## src/rtl/csr_initiator_if.sv

```systemverilog
// Command/response channel and CSR strobe bus used by csr_initiator.
// The command source drives "master" on csr_cmd_if; the initiator drives "master" on csr_bus_if.
interface csr_cmd_if #(
  parameter int ADDR_W = 4,
  parameter int DATA_W = 32
);
  logic              cmd_valid;
  logic              cmd_ready;
  logic [1:0]        cmd_op;
  logic [ADDR_W-1:0] cmd_addr;
  logic [DATA_W-1:0] cmd_wdata;
  logic [DATA_W-1:0] cmd_mask;
  logic              rsp_valid;
  logic              rsp_ready;
  logic [DATA_W-1:0] rsp_rdata;
  logic              rsp_timeout;
  logic              rsp_err;

  modport master (
    output cmd_valid, cmd_op, cmd_addr, cmd_wdata, cmd_mask, rsp_ready,
    input  cmd_ready, rsp_valid, rsp_rdata, rsp_timeout, rsp_err
  );
  modport slave (
    input  cmd_valid, cmd_op, cmd_addr, cmd_wdata, cmd_mask, rsp_ready,
    output cmd_ready, rsp_valid, rsp_rdata, rsp_timeout, rsp_err
  );
endinterface

interface csr_bus_if #(
  parameter int ADDR_W = 4,
  parameter int DATA_W = 32
);
  logic              wr_en;
  logic              rd_en;
  logic [ADDR_W-1:0] addr;
  logic [DATA_W-1:0] wdata;
  logic [DATA_W-1:0] rdata;

  modport master (output wr_en, rd_en, addr, wdata, input rdata);
  modport slave  (input wr_en, rd_en, addr, wdata, output rdata);
endinterface

```

## src/rtl/csr_initiator.sv

```systemverilog
// CSR bus master: turns WRITE/READ/POLL commands into single-cycle CSR strobes
// and returns one registered response per command.
//
// state     | meaning
// S_IDLE    | cmd_ready=1, waiting for a command
// S_WRITE   | csr wr_en strobe cycle
// S_READ    | csr rd_en strobe cycle, rdata captured at its end
// S_POLL_RD | poll read strobe, compare under mask, count reads
// S_POLL_WAIT | idle gap between poll reads
// S_RSP     | response held until rsp_ready
module csr_initiator #(
  parameter int ADDR_W    = 4,
  parameter int DATA_W    = 32,
  parameter int POLL_GAP  = 4,
  parameter int MAX_POLLS = 256
) (
  input  logic      clk,
  input  logic      rst_n,
  csr_cmd_if.slave  cmd,
  csr_bus_if.master csr,
  output logic      busy_o
);

  localparam int CNT_W = $clog2(MAX_POLLS + 1);
  localparam int GAP_W = (POLL_GAP > 1) ? $clog2(POLL_GAP) : 1;
  localparam logic [CNT_W-1:0] MAX_CNT  = CNT_W'(MAX_POLLS);
  localparam logic [GAP_W-1:0] GAP_LOAD = GAP_W'((POLL_GAP > 0) ? POLL_GAP - 1 : 0);

  typedef enum logic [2:0] {
    S_IDLE, S_WRITE, S_READ, S_POLL_RD, S_POLL_WAIT, S_RSP
  } state_t;

  state_t            state_q, state_d;
  logic [ADDR_W-1:0] addr_q, addr_d;
  logic [DATA_W-1:0] wdata_q, wdata_d;
  logic [DATA_W-1:0] mask_q, mask_d;
  logic [DATA_W-1:0] rdata_q, rdata_d;
  logic              timeout_q, timeout_d;
  logic              err_q, err_d;
  logic [CNT_W-1:0]  poll_cnt_q, poll_cnt_d;
  logic [GAP_W-1:0]  gap_q, gap_d;

  always_ff @(posedge clk or negedge rst_n) begin
    if (!rst_n) begin
      state_q    <= S_IDLE;
      addr_q     <= '0;
      wdata_q    <= '0;
      mask_q     <= '0;
      rdata_q    <= '0;
      timeout_q  <= 1'b0;
      err_q      <= 1'b0;
      poll_cnt_q <= '0;
      gap_q      <= '0;
    end else begin
      state_q    <= state_d;
      addr_q     <= addr_d;
      wdata_q    <= wdata_d;
      mask_q     <= mask_d;
      rdata_q    <= rdata_d;
      timeout_q  <= timeout_d;
      err_q      <= err_d;
      poll_cnt_q <= poll_cnt_d;
      gap_q      <= gap_d;
    end
  end

  always_comb begin
    state_d    = state_q;
    addr_d     = addr_q;
    wdata_d    = wdata_q;
    mask_d     = mask_q;
    rdata_d    = rdata_q;
    timeout_d  = timeout_q;
    err_d      = err_q;
    poll_cnt_d = poll_cnt_q;
    gap_d      = gap_q;
    case (state_q)
      S_IDLE: begin
        if (cmd.cmd_valid) begin
          addr_d     = cmd.cmd_addr;
          wdata_d    = cmd.cmd_wdata;
          mask_d     = cmd.cmd_mask;
          rdata_d    = '0;
          timeout_d  = 1'b0;
          err_d      = 1'b0;
          poll_cnt_d = '0;
          case (cmd.cmd_op)
            2'b00:   state_d = S_WRITE;
            2'b01:   state_d = S_READ;
            2'b10:   state_d = S_POLL_RD;
            default: begin
              err_d   = 1'b1;
              state_d = S_RSP;
            end
          endcase
        end
      end
      S_WRITE: state_d = S_RSP;
      S_READ: begin
        rdata_d = csr.rdata;
        state_d = S_RSP;
      end
      S_POLL_RD: begin
        rdata_d    = csr.rdata;
        poll_cnt_d = poll_cnt_q + CNT_W'(1);
        if ((csr.rdata & mask_q) == (wdata_q & mask_q)) begin
          state_d = S_RSP;
        end else if (poll_cnt_d == MAX_CNT) begin
          timeout_d = 1'b1;
          state_d   = S_RSP;
        end else if (POLL_GAP == 0) begin
          state_d = S_POLL_RD;
        end else begin
          gap_d   = GAP_LOAD;
          state_d = S_POLL_WAIT;
        end
      end
      // Down-counter loaded with GAP-1 so the state lasts exactly POLL_GAP cycles.
      S_POLL_WAIT: begin
        if (gap_q == '0) state_d = S_POLL_RD;
        else             gap_d   = gap_q - GAP_W'(1);
      end
      S_RSP: begin
        if (cmd.rsp_ready) begin
          timeout_d = 1'b0;
          err_d     = 1'b0;
          state_d   = S_IDLE;
        end
      end
      default: state_d = S_IDLE;
    endcase
  end

  assign cmd.cmd_ready   = (state_q == S_IDLE);
  assign cmd.rsp_valid   = (state_q == S_RSP);
  assign cmd.rsp_rdata   = rdata_q;
  assign cmd.rsp_timeout = timeout_q;
  assign cmd.rsp_err     = err_q;
  assign busy_o          = (state_q != S_IDLE);

  assign csr.wr_en = (state_q == S_WRITE);
  assign csr.rd_en = (state_q == S_READ) || (state_q == S_POLL_RD);
  assign csr.addr  = addr_q;
  assign csr.wdata = wdata_q;

endmodule

```

## src/flat_wrapper.sv

```systemverilog
// flat-port wrapper written by rule: the top's interface ports become plain ports
module csr_initiator_flat 
#(
  parameter int ADDR_W    = 4,
  parameter int DATA_W    = 32,
  parameter int POLL_GAP  = 4,
  parameter int MAX_POLLS = 256
)
  (clk, rst_n, busy_o, cmd_cmd_valid, cmd_cmd_op, cmd_cmd_addr, cmd_cmd_wdata, cmd_cmd_mask, cmd_rsp_ready, cmd_cmd_ready, cmd_rsp_valid, cmd_rsp_rdata, cmd_rsp_timeout, cmd_rsp_err, csr_wr_en, csr_rd_en, csr_addr, csr_wdata, csr_rdata);
  csr_cmd_if #(.ADDR_W(ADDR_W), .DATA_W(DATA_W)) cmd_i ();
  csr_bus_if #(.ADDR_W(ADDR_W), .DATA_W(DATA_W)) csr_i ();
  input  logic clk;
  input  logic rst_n;
  output logic busy_o;
  input wire logic [$bits(cmd_i.cmd_valid)-1:0] cmd_cmd_valid;
  input wire logic [$bits(cmd_i.cmd_op)-1:0] cmd_cmd_op;
  input wire logic [$bits(cmd_i.cmd_addr)-1:0] cmd_cmd_addr;
  input wire logic [$bits(cmd_i.cmd_wdata)-1:0] cmd_cmd_wdata;
  input wire logic [$bits(cmd_i.cmd_mask)-1:0] cmd_cmd_mask;
  input wire logic [$bits(cmd_i.rsp_ready)-1:0] cmd_rsp_ready;
  output wire logic [$bits(cmd_i.cmd_ready)-1:0] cmd_cmd_ready;
  output wire logic [$bits(cmd_i.rsp_valid)-1:0] cmd_rsp_valid;
  output wire logic [$bits(cmd_i.rsp_rdata)-1:0] cmd_rsp_rdata;
  output wire logic [$bits(cmd_i.rsp_timeout)-1:0] cmd_rsp_timeout;
  output wire logic [$bits(cmd_i.rsp_err)-1:0] cmd_rsp_err;
  output wire logic [$bits(csr_i.wr_en)-1:0] csr_wr_en;
  output wire logic [$bits(csr_i.rd_en)-1:0] csr_rd_en;
  output wire logic [$bits(csr_i.addr)-1:0] csr_addr;
  output wire logic [$bits(csr_i.wdata)-1:0] csr_wdata;
  input wire logic [$bits(csr_i.rdata)-1:0] csr_rdata;
  assign cmd_i.cmd_valid = cmd_cmd_valid;
  assign cmd_i.cmd_op = cmd_cmd_op;
  assign cmd_i.cmd_addr = cmd_cmd_addr;
  assign cmd_i.cmd_wdata = cmd_cmd_wdata;
  assign cmd_i.cmd_mask = cmd_cmd_mask;
  assign cmd_i.rsp_ready = cmd_rsp_ready;
  assign cmd_cmd_ready = cmd_i.cmd_ready;
  assign cmd_rsp_valid = cmd_i.rsp_valid;
  assign cmd_rsp_rdata = cmd_i.rsp_rdata;
  assign cmd_rsp_timeout = cmd_i.rsp_timeout;
  assign cmd_rsp_err = cmd_i.rsp_err;
  assign csr_wr_en = csr_i.wr_en;
  assign csr_rd_en = csr_i.rd_en;
  assign csr_addr = csr_i.addr;
  assign csr_wdata = csr_i.wdata;
  assign csr_i.rdata = csr_rdata;
  csr_initiator #(.ADDR_W(ADDR_W), .DATA_W(DATA_W), .POLL_GAP(POLL_GAP), .MAX_POLLS(MAX_POLLS)) u_core (.clk(clk), .rst_n(rst_n), .cmd(cmd_i), .csr(csr_i), .busy_o(busy_o));
endmodule
```

## config.mk

```make
export PLATFORM = sky130hd
export DESIGN_NAME = csr_initiator_flat
export DESIGN_NICKNAME = d
export VERILOG_FILES = /design/src/rtl/csr_initiator_if.sv /design/src/rtl/csr_initiator.sv /design/src/flat_wrapper.sv
export SDC_FILE = /design/constraint.sdc
export NUM_CORES = 1
export LEC_CHECK = 0
export CAP_MARGIN = 40
export CORE_MARGIN = 4
export CORE_UTILIZATION = 25
export DETAILED_ROUTE_END_ITERATION = 6
export MAX_ROUTING_LAYER = met4
export PLACE_DENSITY_LB_ADDON = 0.08
export REMOVE_ABC_BUFFERS = 1
export SYNTH_ARGS = -nofsm -noshare
export SYNTH_HDL_FRONTEND = slang
export SYNTH_SLANG_ARGS = --single-unit
```

## constraint.sdc

```tcl
create_clock -name clk -period 2.3 [get_ports clk]
set_input_delay 0.23 -clock clk [delete_from_list [all_inputs] [get_ports clk]]
set_output_delay 0.23 -clock clk [all_outputs]
set_load 0.005 [all_outputs]
```

# Word level (Yosys, flattened, before mapping)
# Index checks and enable logic that the tools add are counted.
# classes
n_div	0
mux	23
bitwise	2
n_lt_le_gt_ge	0
n_addsub	2
mul	0
n_eq_ne	16
n_reduce_logical	20
n_shift	0
# op_table
op	count
$and 32x32->32	2
$pmux 32 s2	1
$eq 32x32->1	1
$mux 32	1
$pmux 9 s2	1
$pmux 3 s5	1
$mux 3	4
$ne 2x2->1 const B	5
$add 9x1->9 const B	1
$eq 9x9->1 const B	1
$mux 9	1
$pmux 3 s3	1
$reduce_bool 2->1	4
$mux 1	7
$eq 3x2->1 const B	2
$eq 3x3->1 const B	2
$mux 2	3
$reduce_and 2->1	3
$reduce_and 3->1	2
$reduce_bool 3->1	2
$reduce_and 5->1	1
$logic_not 2->1	2
$ne 2x1->1 const B	2
$pmux 2 s2	1
other kinds (11)	12
# word_totals
reg_bits	116
n_memories	0
latch_bits	0
output_inout_bits	75
ram_bits	0
word_cells	72
input_bits	106
mem_bits_ro	0

# Depth between registers and ports, before layout
# Gate-level depths: netlist of run 1.
# logic_depth
word_depth	5
mapped_depth	9
mapped_depth_nobuf	7

# Least setup slack after synthesis of run 1
# OpenSTA, ideal clock, no wires.
# synth_path
kind	register to register
start	reg u_core.poll_cnt_q[0]
end	reg u_core.timeout_q (netlist: u_core.cmd.rsp_timeout)
period_less_slack_ps	1733
setup_time_ps	124
arrival_ps	1610
required_ps	2176
n_path_buf	0
stages_incl_launch_ff	8
path_slack_ps	567
path_cell_list	dfrtp_1 ha_1 a21boi_0 o2111ai_2 a21oi_2 a41oi_1 a211oi_2 nand2_1
# synth_between
elab_chain_cells	4
# synth_lines
item	line_no	text
start: declaration	csr_initiator.sv:40	logic [CNT_W-1:0] poll_cnt_q, poll_cnt_d;
start signal: assignment	csr_initiator.sv:62	poll_cnt_q <= poll_cnt_d;
$add 9x1->9	csr_initiator.sv:105	poll_cnt_d = poll_cnt_q + CNT_W'(1);
$eq 9x9->1	csr_initiator.sv:108	end else if (poll_cnt_d == MAX_CNT) begin
$ne 2x1->1 (no source line)	--	
$reduce_and 5->1 (no source line)	--	
end signal: assignment	csr_initiator.sv:60	timeout_q <= timeout_d;
end: declaration	csr_initiator.sv:38	logic timeout_q, timeout_d;
# Every way passes these cells.
# A chain may end at the register's enable or synchronous reset.

# Worst setup path in the final report of run 1
# layout_path
start	reg u_core.state_q[1]
end	out cmd_cmd_ready
# layout_between
elab_chain_cells	1
# layout_lines
item	line_no	text
start: declaration	csr_initiator.sv:33	state_t state_q, state_d;
start signal: assignment	csr_initiator.sv:55	state_q <= state_d;
$logic_not 3->1	csr_initiator.sv:134	assign cmd.cmd_ready = (state_q == S_IDLE);
end: declaration	flat_wrapper.sv:21	output wire logic [$bits(cmd_i.cmd_ready)-1:0] cmd_cmd_ready;
# Every way passes these cells.

==> impl_metrics.py, run 1 <==
metrics = {
    "timing": {
        "report.final.slew_viol_count": 0,
        "setup_ws_ns": 0.0667,
        "fin_crit_sh_pct": 97.1,
        "setup_violations": 0,
        "fmax_ghz": 0.448,
        "whs_ns": 0.275,
        "clock_skew_ns": 0.00712,
        "hold_violations": 0,
        "rsz0062_at_grt": "false",
        "period_needed_ns": 2.23,
        "tightest_slew_ns": 0.491,
        "slew_headroom_pct": 67.3,
    },
    "clocking": {
        "clk_latency_ns": 0.41,
        "cts_resized": 0,
        "cts_buffers": 17,
        "cts_buffer_depth": 2,
        "hold_buffers": 1,
        "root_buffer": "clkbuf_16",
        "clk_pin_slew_ns": 0.06,
        "htree_levels": 4,
        "cts_tree": "yes",
        "cts_sinks": 116,
        "post_cts_buffers": 0,
    },
    "yosys": {
        "syn_area_mm2": 0.00538,
        "ys.flop_type": "dfrtp_1",
        "seq_area_frac_synth_pct": 53.9,
        "ys_seq_elements": 116,
        "synth_largest_area_cell": "dfrtp_1",
        "synth.avg_cell_area_um2": 8.82,
        "netlist_top_cells_count": "281 x nand2_1, 116 x dfrtp_1, 43 x nand3_1",
        "synth_edf_count": 0,
        "synth.top_cells.by_area": "dfrtp_1 54%, nand2_1 20%, xor2_1 5.5%, nand3_1 4.0%, a22oi_1 2.1%",
        "yosysMostFrequentCell": "nand2_1",
        "yosys.cell_types.count": 48,
        "ys_async_sr_fraction_pct": 100,
        "yosysTopAreaCellShare_pct": 53.9,
        "synthCells": 610,
        "yosys_warnings": 0,
    },
    "critical_path": {
        "crit_start": "u_core.state_q[1]",
        "worstPathArrival_ns": 2.00,
        "crit_path_end_kind": "primary output",
        "crit_fanout": 11,
        "critPathLaunchType": "flop",
        "critical_path_class": "reg2out",
        "crit_required_ns": 2.07,
        "timing.rr.start": "u_core.poll_cnt_q[0]",
    },
    "placement": {
        "numPortBuffers": 180,
        "placedCellCount": 1046,
        "gp_congestion": 0.781,
        "pre_cts_slack_ns": 0.0426,
        "dpl.hpwl_um": 12000,
    },
    "routing": {
        "drt_first_iter_violations": 244,
        "drc": 0,
        "wl_met1_um": 7750,
        "top_layer": "met4",
        "drtAntennaViolNets": 0,
        "wl_met3_um": 1360,
        "drt-pass1-iter-count": 4,
        "wirelength_um": 17200,
        "vias": 4762,
        "drt-vias-per-instance": 4.42,
        "wl_per_cell_um": 16.0,
        "route.met2.wl_um": 7860,
    },
    "grt": {
        "grt_start_max_net_pins": 65,
        "grt_pass1_wl_um": 27400,
        "antenna_found_initial": 0,
        "grt_pass1_vias": 5025,
        "grt-ovfl-total": 0,
        "track_usage_pct": 15.0,
    },
    "floorplanning": {
        "dieArea_mm2": 0.0239,
        "num_rows": 53,
        "fp.dieH_um": 155,
        "die_x_um": 155,
        "io_pins": 181,
        "core-area_mm2": 0.0211,
        "initial_core_util_pct": 25.5,
    },
    "run": {
        "maxCapViolations": 0,
    },
    "final_layout": {
        "multi_input_area_mm2": 0.00230,
        "utilization_pct": 38.3,
        "fillers": 2164,
        "regArea_mm2": 0.00290,
        "drive_gt1_share_pct": 7.72,
        "syn2layout_area_growth_pct": 50.3,
        "final_cells": 1078,
        "num_antenna_cells": 0,
        "nets": 903,
    },
    "min_path": {
        "hold_path.class": "in2async",
    },
    "power": {
        "power_density_mw_per_mm2": 1180,
        "power_uw": 9550,
        "p_leak_uw": 0.00389,
        "ir_drop_mv": 0.490,
    },
    "run_status": {
        "status": "finished, final reports clean",
    },
}
## layout by cell type, fill, tap and decap left out, types with 2 or more instances in the layout
cell type	netlist	routed
nor3_1	4	4
dfrtp_1	116	116
nand2_1	281	279
and3b_1	2	2
inv_2	2	2
a21oi_1	5	5
nor2_1	7	7
o31ai_1	2	2
a22oi_1	15	15
buf_12	0	3
clkinv_2	0	2
clkinv_4	0	3
nand3b_1	2	2
buf_4	5	9
a21oi_2	2	2
a31oi_1	4	4
clkinvlp_4	0	5
and2_1	3	2
ha_1	6	6
nand4_1	6	6
o21ai_0	11	11
nor3_2	2	2
inv_1	6	6
a21o_1	2	2
nand3_1	43	43
nand2_4	1	2
nor2_2	3	3
xor2_1	34	34
clkdlybuf4s50_1	0	179
o22ai_1	2	2
clkbuf_16	0	17
bufinv_16	0	2
## through the flow
stage	area (um2)	setup TNS, ns
final	8090	0
after global routing	8090	0
after CTS	8090	0
after detailed placement	7500	0
after global placement	7500	0
after floorplan	5230	-41.15
## path summary, 6_finish.rpt
path	endpoint	slack (ns)	depth (start not counted)
max	cmd_cmd_ready	0.07	4
min	u_core.cmd.rsp_rdata[3]	0.28	2
max reg2reg	u_core.gap_q[1]	0.28	6
min reg2reg	u_core.mask_q[27]	0.48	2
max in group asynchronous	u_core.cmd.rsp_rdata[7]	1.28	3
min in group clk	u_core.csr.wdata[3]	0.35	3
## flip-flops by register name, indices dropped and copies added, names as in the netlist
register and count:
u_core.cmd.rsp_timeout 1, u_core.csr.wdata 32, u_core.cmd.rsp_err 1, u_core.csr.addr 4
u_core.poll_cnt_q 9, u_core.mask_q 32, u_core.cmd.rsp_rdata 32, u_core.gap_q 2
u_core.state_q 3
## critical path, cell delays in order (launching register included)
cell and delay [ns]:
dfrtp_1 0.52, nor2_2 0.33, nand2_4 0.11, inv_2 0.11
clkdlybuf4s50_1 0.52
## power breakdown
part	switching [uW]	total (uW)	internal [uW]
clock	972	2590	1610
sequential	652	3510	2850
combinational	1650	3460	1810
## kinds of logic (layout without fill, tap and decap cells)
group                    count (synthesis)  count (layout)  share of synthesized area (%)
AND/OR/NAND/NOR                        363             363                           28.7
flip-flops                             116             116                           53.9
AO/OA/AOI/OAI                           52              52                           6.84
buffers and inverters                   38             231                           3.46
XOR/XNOR                                35              35                           5.70
adder cells (fa/ha/maj)                  6               6                           1.39
## cell type report
class	instances	area share (%)
Clock inverter	12	1.66
Sequential cell	116	35.9
Tap cell	275	4.25
Timing Repair Buffer	192	23.9
Inverter	8	0.371
Clock buffer	19	5.48
Multi-Input combinational cell	456	28.5
## routing by layer
layer	vias up	track usage, %
met2	145	22.5
met3	16	5.88
li1	2348	-
met5	-	-
met4	0	4.04
met1	2253	18.9
No activity file was read; power rests on OpenSTA's default activity.
==> run 2: changes to the inputs <==
CORE_ASPECT_RATIO = 2   (was default)
==> run 2 against run 1 <==
  * Register-to-register slack lost 0.10 ns
  * Largest power group unchanged
  * Sequential share of layout area shrank 0.28 points
  * Critical path depth is the same
  * Maximum frequency grew 4.4%
  * Routed wire length grew 5.5%
  * Clock power grew 12%
  * Via count grew 0.50%
  * Die area grew 0.60%
  * Non-clock buffer count grew 2
  * Clock-buffer cell count shrank 1
  * Power grew 3.6%
  * Core utilization grew 0.25 points
==> impl_metrics.py, run 2 (synthesized netlist as in run 1, its figures left out) <==
metrics = {
    "critical_path": {
        "reg2reg_depth": 6,
        "path_depth": 4,
        "crit_required_ns": 2.07,
        "crit_family": "buffers and inverters",
        "path_cells": "nor2_4 -> nand2_4 -> inv_2 -> clkdlybuf4s50_1",
        "crit_path_end_kind": "primary output",
        "cpPeakStageDelay_ns": 0.54,
        "critPathBufInv": 2,
        "critPathLaunchType": "flop",
        "crit_fanout": 11,
        "slowest_stage": "dfrtp_1",
        "worstPathArrival_ns": 1.91,
        "critical_path_class": "reg2out",
    },
    "floorplanning": {
        "io_pins": 181,
        "dieArea_mm2": 0.0241,
        "core-area_mm2": 0.0211,
        "die_x_um": 112,
        "fp.dieH_um": 215,
        "num_rows": 75,
        "initial_core_util_pct": 25.5,
    },
    "grt": {
        "grt_start_max_net_pins": 48,
        "grt_pass1_vias": 5175,
        "grt_util_met2_pct": 29.0,
        "grt_pass1_wl_um": 28900,
        "globalRouteMet3Util_pct": 3.56,
        "track_usage_pct": 15.9,
        "antenna_found_initial": 0,
        "grt-ovfl-total": 0,
        "use_met1_pct": 16.6,
        "grt_busiest_layer": "met2",
    },
    "run": {
        "maxCapViolations": 0,
    },
    "power": {
        "power_frac_seq_pct": 35.4,
        "power_density_mw_per_mm2": 1210,
        "p_switching_uw": 3320,
        "ir_drop_mv": 0.558,
        "switching_share_pct": 33.6,
        "p_leak_uw": 0.00393,
        "p_int_uw": 6570,
        "p_clk_share_pct": 29.3,
        "power_uw": 9900,
        "combinationalPowerShare_pct": 35.3,
    },
    "final_layout": {
        "utilization_pct": 38.6,
        "num_antenna_cells": 0,
        "nets": 905,
        "drive_gt1_share_pct": 8.06,
        "syn2layout_area_growth_pct": 51.4,
        "mostFrequentLayoutCell": "nand2_1",
        "fillers": 2171,
        "final_cell_mix": "279 x nand2_1, 179 x clkdlybuf4s50_1, 116 x dfrtp_1",
    },
    "timing": {
        "rsz0062_at_grt": "false",
        "clock_skew_ns": 0.0122,
        "setup_violations": 0,
        "fin_crit_sh_pct": 93.0,
        "tightest_slew_ns": 0.499,
        "slew_headroom_pct": 66.7,
        "report.final.slew_viol_count": 0,
        "period_needed_ns": 2.14,
        "hold_violations": 0,
        "fmax_ghz": 0.467,
    },
    "placement": {
        "numPortBuffers": 180,
        "gp_congestion": 0.820,
        "dpl.hpwl_um": 13200,
    },
    "run_status": {
        "status": "finished, final reports clean",
    },
    "clocking": {
        "htree_levels": 4,
        "cts_tree": "yes",
        "clk_latency_ns": 0.42,
        "cts_buffer_depth": 2,
        "cts_sinks": 116,
        "cts_buffers": 17,
        "clk_pin_slew_ns": 0.06,
        "root_buffer": "clkbuf_16",
        "post_cts_buffers": 0,
    },
    "routing": {
        "wirelength_um": 18200,
        "drt-pass1-iter-count": 5,
        "drc": 0,
        "drtAntennaViolNets": 0,
        "drt_first_iter_violations": 205,
        "wl_per_cell_um": 16.9,
        "vias": 4786,
        "drt-vias-per-instance": 4.45,
    },
    "min_path": {
        "hold_path.class": "in2async",
    },
}
[run 2: cell count changes in the layout (fill, tap and decap cells not counted)]
| cell | previous run | this run |
|---|---|---|
| buf_4 | 9 | 12 |
| nor2_4 | 0 | 1 |
| nor2_2 | 3 | 2 |
| bufinv_16 | 2 | 5 |
| buf_12 | 3 | 2 |
| clkinv_2 | 2 | 4 |
| clkinvlp_4 | 5 | 3 |
| clkbuf_8 | 1 | 0 |
| clkinv_4 | 3 | 2 |
[run 2: power by group through the flow]
stage          sequential, uW  combinational [uW]  clock, uW
2_1_floorplan            3430                1600          0
4_1_cts                  3520                3590       2980
5_1_grt                  3630                3920       3070
6_report                 3510                3490       2900
3_3_place_gp             3520                3540          0
3_5_place_dp             3540                3570          0
[run 2: path summary, 6_finish.rpt]
kind / start / to / slack (ns)
setup / recovery: u_core.state_q[1] / cmd_cmd_ready / 0.16
hold / removal: rst_n / u_core.cmd.rsp_rdata[28] / 0.33
setup reg to reg: u_core.poll_cnt_q[0] / u_core.gap_q[1] / 0.18
hold reg to reg: u_core.mask_q[7] / u_core.mask_q[7] / 0.48
max in group asynchronous: rst_n / u_core.csr.wdata[24] / 1.30
min in group clk: cmd_cmd_wdata[14] / u_core.csr.wdata[14] / 0.34
[run 2: stage by stage]
step           hold WS, ns  setup slack, ns  cells  TNS (ns)  area (um2)
2_1_floorplan      -0.0656           -0.464    580    -41.15        5230
3_3_place_gp         0.222            0.109   1042         0        7490
3_5_place_dp         0.225           0.0756   1042         0        7490
4_1_cts              0.316           0.0600   1075         0        8140
5_1_grt              0.323           0.0424   1075         0        8150
6_report             0.329            0.161   1075         0        8150
[run 2: cell type report]
class	count	area, um2	area share [%]
clock buffer	18	429	5.27
timing repair buffer	194	1930	23.7
clock inverter	14	210	2.58
inverter	8	30.0	0.368
multi-input combinational	456	2310	28.3
sequential	116	2900	35.6
tap	269	337	4.13
[run 2: per-layer routing]
metal  vias up  share of wire [%]
met5         -                  0
met4         0                2.0
met3        16                3.7
met2       113                 56
met1      2307                 38
li1       2350                  -
[run 2: worst reg2reg max path: cells and delay by family, from the launching register on]
family,cells,cell delay [ns]
compound gates,1,0.28
xor+xnor,1,0.32
fa+ha+maj,1,0.32
flops,1,0.47
simple gates,3,0.63
[run 2: repair_timing]
| item | CTS | global route |
|---|---|---|
| hold endpoints to repair | 28 | 0 |
| resized for setup | 0 | 1 |
| hold buffers | 1 | 0 |
| endpoints found under the setup margin | 0 | 1 |
==> run 3: changes to the inputs <==
--- a/config.mk
+++ b/config.mk
@@ -7,2 +7,3 @@
 export LEC_CHECK = 0
+export ABC_AREA = 1
 export CAP_MARGIN = 40
@@ -12,2 +13,3 @@
 export DETAILED_ROUTE_END_ITERATION = 6
+export GPL_ROUTABILITY_DRIVEN = 1
 export MAX_ROUTING_LAYER = met4
==> constraint.sdc (replaced) <==
create_clock -name clk -period 2.3 [get_ports clk]
set_input_delay 0.46 -clock clk [delete_from_list [all_inputs] [get_ports clk]]
set_output_delay 0.46 -clock clk [all_outputs]
set_load 0.005 [all_outputs]
==> run 3 against run 2 <==
  * First-iteration DRC count decreased by 10%
  * Clock skew decreased by 0.0037 ns
  * Design area is 1.1% higher
  * Synthesized cell count grew 0.82%
  * Clock power down 9.3%
  * Non-clock buffer count is 2 lower
  * Synthesized area grew 2.4%
  * Largest power group is now combinational cells
==> impl_metrics.py, run 3 <==
metrics = {
    "routing": {
        "vias": 4788,
        "drt_first_iter_violations": 184,
        "drt-pass1-iter-count": 4,
        "wl_per_cell_um": 15.9,
        "wirelength_um": 17300,
        "drtAntennaViolNets": 0,
        "drt-vias-per-instance": 4.40,
        "drc": 0,
    },
    "timing": {
        "period_needed_ns": 2.14,
        "fin_crit_sh_pct": 93.2,
        "setup_violations": 0,
        "hold_violations": 0,
        "tightest_slew_ns": 0.467,
        "rsz0062_at_grt": "false",
        "fmax_ghz": 0.467,
        "slew_headroom_pct": 68.9,
        "clock_skew_ns": 0.00854,
        "report.final.slew_viol_count": 0,
        "setup_ws_ns": 0.157,
    },
    "clocking": {
        "root_buffer": "clkbuf_16",
        "cts_sinks": 116,
        "cts_tree": "yes",
        "cts_buffer_depth": 2,
        "htree_levels": 4,
        "clk_pin_slew_ns": 0.06,
        "cts_buffers": 17,
        "clk_latency_ns": 0.42,
    },
    "yosys": {
        "ys_seq_elements": 116,
        "synth_largest_area_cell": "dfrtp_1",
        "yosysTopAreaCellShare_pct": 52.7,
        "synthAdderAreaFrac_pct": 1.36,
        "yosys.cell_types.count": 27,
        "yosys_warnings": 0,
        "netlist_top_cells_count": "137 x nand2_1, 116 x dfrtp_1, 74 x inv_1",
        "synth_edf_count": 0,
        "synth.top_cells.by_area": "dfrtp_1 53%, nand2_1 9.3%, mux2_2 6.5%, nand3_1 6.2%, inv_1 5.0%",
        "synth.avg_cell_area_um2": 8.96,
        "synth_top_family_by_area": "simple AND/OR/NAND/NOR gates",
        "synthCells": 615,
        "syn_area_mm2": 0.00551,
        "synth-simple-area-share_pct": 21.3,
        "synth_xor_area_share_pct": 0.159,
        "yosysMostFrequentCell": "nand2_1",
        "synth.mux.area_fraction_pct": 9.27,
        "seq_area_frac_synth_pct": 52.7,
        "ys.flop_type": "dfrtp_1",
        "synth_compound_area_share_pct": 7.02,
        "ys_async_sr_fraction_pct": 100,
    },
    "grt": {
        "track_usage_pct": 15.1,
        "grt-ovfl-total": 0,
        "antenna_found_initial": 1,
        "grt_pass1_vias": 5257,
        "grt_start_max_net_pins": 53,
        "grt_pass1_wl_um": 27600,
    },
    "critical_path": {
        "critical_path_class": "reg2out",
        "path_depth": 4,
        "worstPathArrival_ns": 1.68,
        "endpoint": "cmd_cmd_ready",
        "timing.rr.end": "u_core.cmd.rsp_timeout",
        "crit_start": "u_core.state_q[1]",
        "reg2reg_depth": 12,
        "crit_path_end_kind": "primary output",
        "critPathLaunchType": "flop",
        "critPathBufInv": 2,
        "crit_family": "buffers and inverters",
        "slowest_stage": "clkdlybuf4s50_1",
        "timing.rr.start": "u_core.poll_cnt_q[0]",
        "crit_fanout": 6,
        "cpPeakStageDelay_ns": 0.51,
        "crit_required_ns": 1.84,
        "path_cells": "nor2_2 -> inv_2 -> nor2_8 -> clkdlybuf4s50_1",
        "r2r_slack_ns": 0.47,
    },
    "power": {
        "p_leak_uw": 0.00388,
        "ir_drop_mv": 0.588,
        "power_density_mw_per_mm2": 1260,
        "power_uw": 10300,
    },
    "run": {
        "maxCapViolations": 0,
    },
    "placement": {
        "dpl.hpwl_um": 13300,
        "placedCellCount": 1057,
        "gp_congestion": 0.782,
        "numPortBuffers": 180,
        "pre_cts_slack_ns": 0.109,
    },
    "final_layout": {
        "syn2layout_area_growth_pct": 49.5,
        "utilization_pct": 38.2,
        "fillers": 2222,
        "mostFrequentLayoutCell": "clkdlybuf4s50_1",
        "final_cells": 1089,
        "final_cell_mix": "178 x clkdlybuf4s50_1, 137 x nand2_1, 115 x dfrtp_1",
        "nets": 916,
        "drive_gt1_share_pct": 11.5,
    },
    "run_status": {
        "status": "finished, final reports clean",
    },
    "floorplanning": {
        "dieArea_mm2": 0.0246,
        "die_x_um": 113,
        "fp.dieH_um": 218,
        "num_rows": 76,
        "initial_core_util_pct": 25.5,
        "io_pins": 181,
        "core-area_mm2": 0.0216,
    },
    "min_path": {
        "hold_path.class": "reg2reg",
    },
}
==> run 3: cell types whose count changed after synthesis, sizes merged, moves of 15 or more <==
| cell | change |
|---|---|
| nor2 | +52 |
| nand3 | +28 |
| nand2 | -144 |
| inv | +70 |
| o21ai | +29 |
| xor2 | -33 |
| a22oi | -15 |
| a21oi | +23 |
| mux2 | +42 |
==> run 3: kinds of logic after synthesis <==
family | after synthesis
AO/OA/AOI/OAI | 75
XOR/XNOR | 1
adder cells (fa/ha/maj) | 6
buffers and inverters | 100
flip-flops | 116
multiplexers | 42
AND/OR/NAND/NOR | 275
==> run 3: worst min-delay path by stage <==
stage / start / end / slack [ns] / cells after the start
finish: u_core.gap_q[1] / u_core.gap_q[1] / 0.48 / 2
global route: u_core.gap_q[1] / u_core.gap_q[1] / 0.51 / 2
CTS: u_core.gap_q[1] / u_core.gap_q[1] / 0.48 / 2
detailed placement: rst_n / u_core.csr.wdata[17] / 0.44 / 1
global placement: rst_n / u_core.cmd.rsp_rdata[17] / 0.44 / 1
floorplan: rst_n / u_core.cmd.rsp_err / 0.16 / 0
==> run 3: repair_timing <==
action | in CTS | in global routing
hold buffers | 1 | 0
buffers inserted | 0 | 0
hold endpoints to repair | 25 | 0
endpoints found under the setup margin | 0 | 2
gates resized for setup | 0 | 2
==> run 3: final cells by class <==
type | instances | area (um2) | area share, %
sequential | 116 | 2900 | 35.3
clock inverter | 4 | 70.1 | 0.851
tap | 273 | 342 | 4.15
timing repair buffer | 192 | 1960 | 23.8
inverter | 78 | 293 | 3.55
antenna | 1 | 2.50 | 0.0304
clock buffer | 26 | 509 | 6.18
multi-input combinational | 399 | 2160 | 26.2
==> run 3: metal layers <==
metal	global-route usage, %	wire, um
met4	5.82	360
met1	14.6	6260
met3	4.17	748
met2	28.0	9900
met5	-	0
==> run 3: through the flow <==
stage / cell area (um2) / hold WS [ns] / TNS (ns)
final: 8240 / 0.482 / 0
after global routing: 8240 / 0.506 / 0
after CTS: 8230 / 0.484 / 0
after detailed placement: 7640 / 0.445 / 0
after global placement: 7640 / 0.445 / 0
after floorplan: 5350 / 0.164 / -9.85
==> run 3: power breakdown <==
| group | leakage (uW) | internal [uW] | switching, uW |
|---|---|---|---|
| Sequential | 0.00140 | 2970 | 675 |
| Combinational | 0.00220 | 2230 | 1830 |
| Clock | 0.000286 | 1720 | 910 |
==> run 3: worst min-delay path, delay by kind of cell (launching register included) <==
kind             cells  cell delay [ns]
flip-flops           1             0.35
AND/OR/NAND/NOR      2             0.10
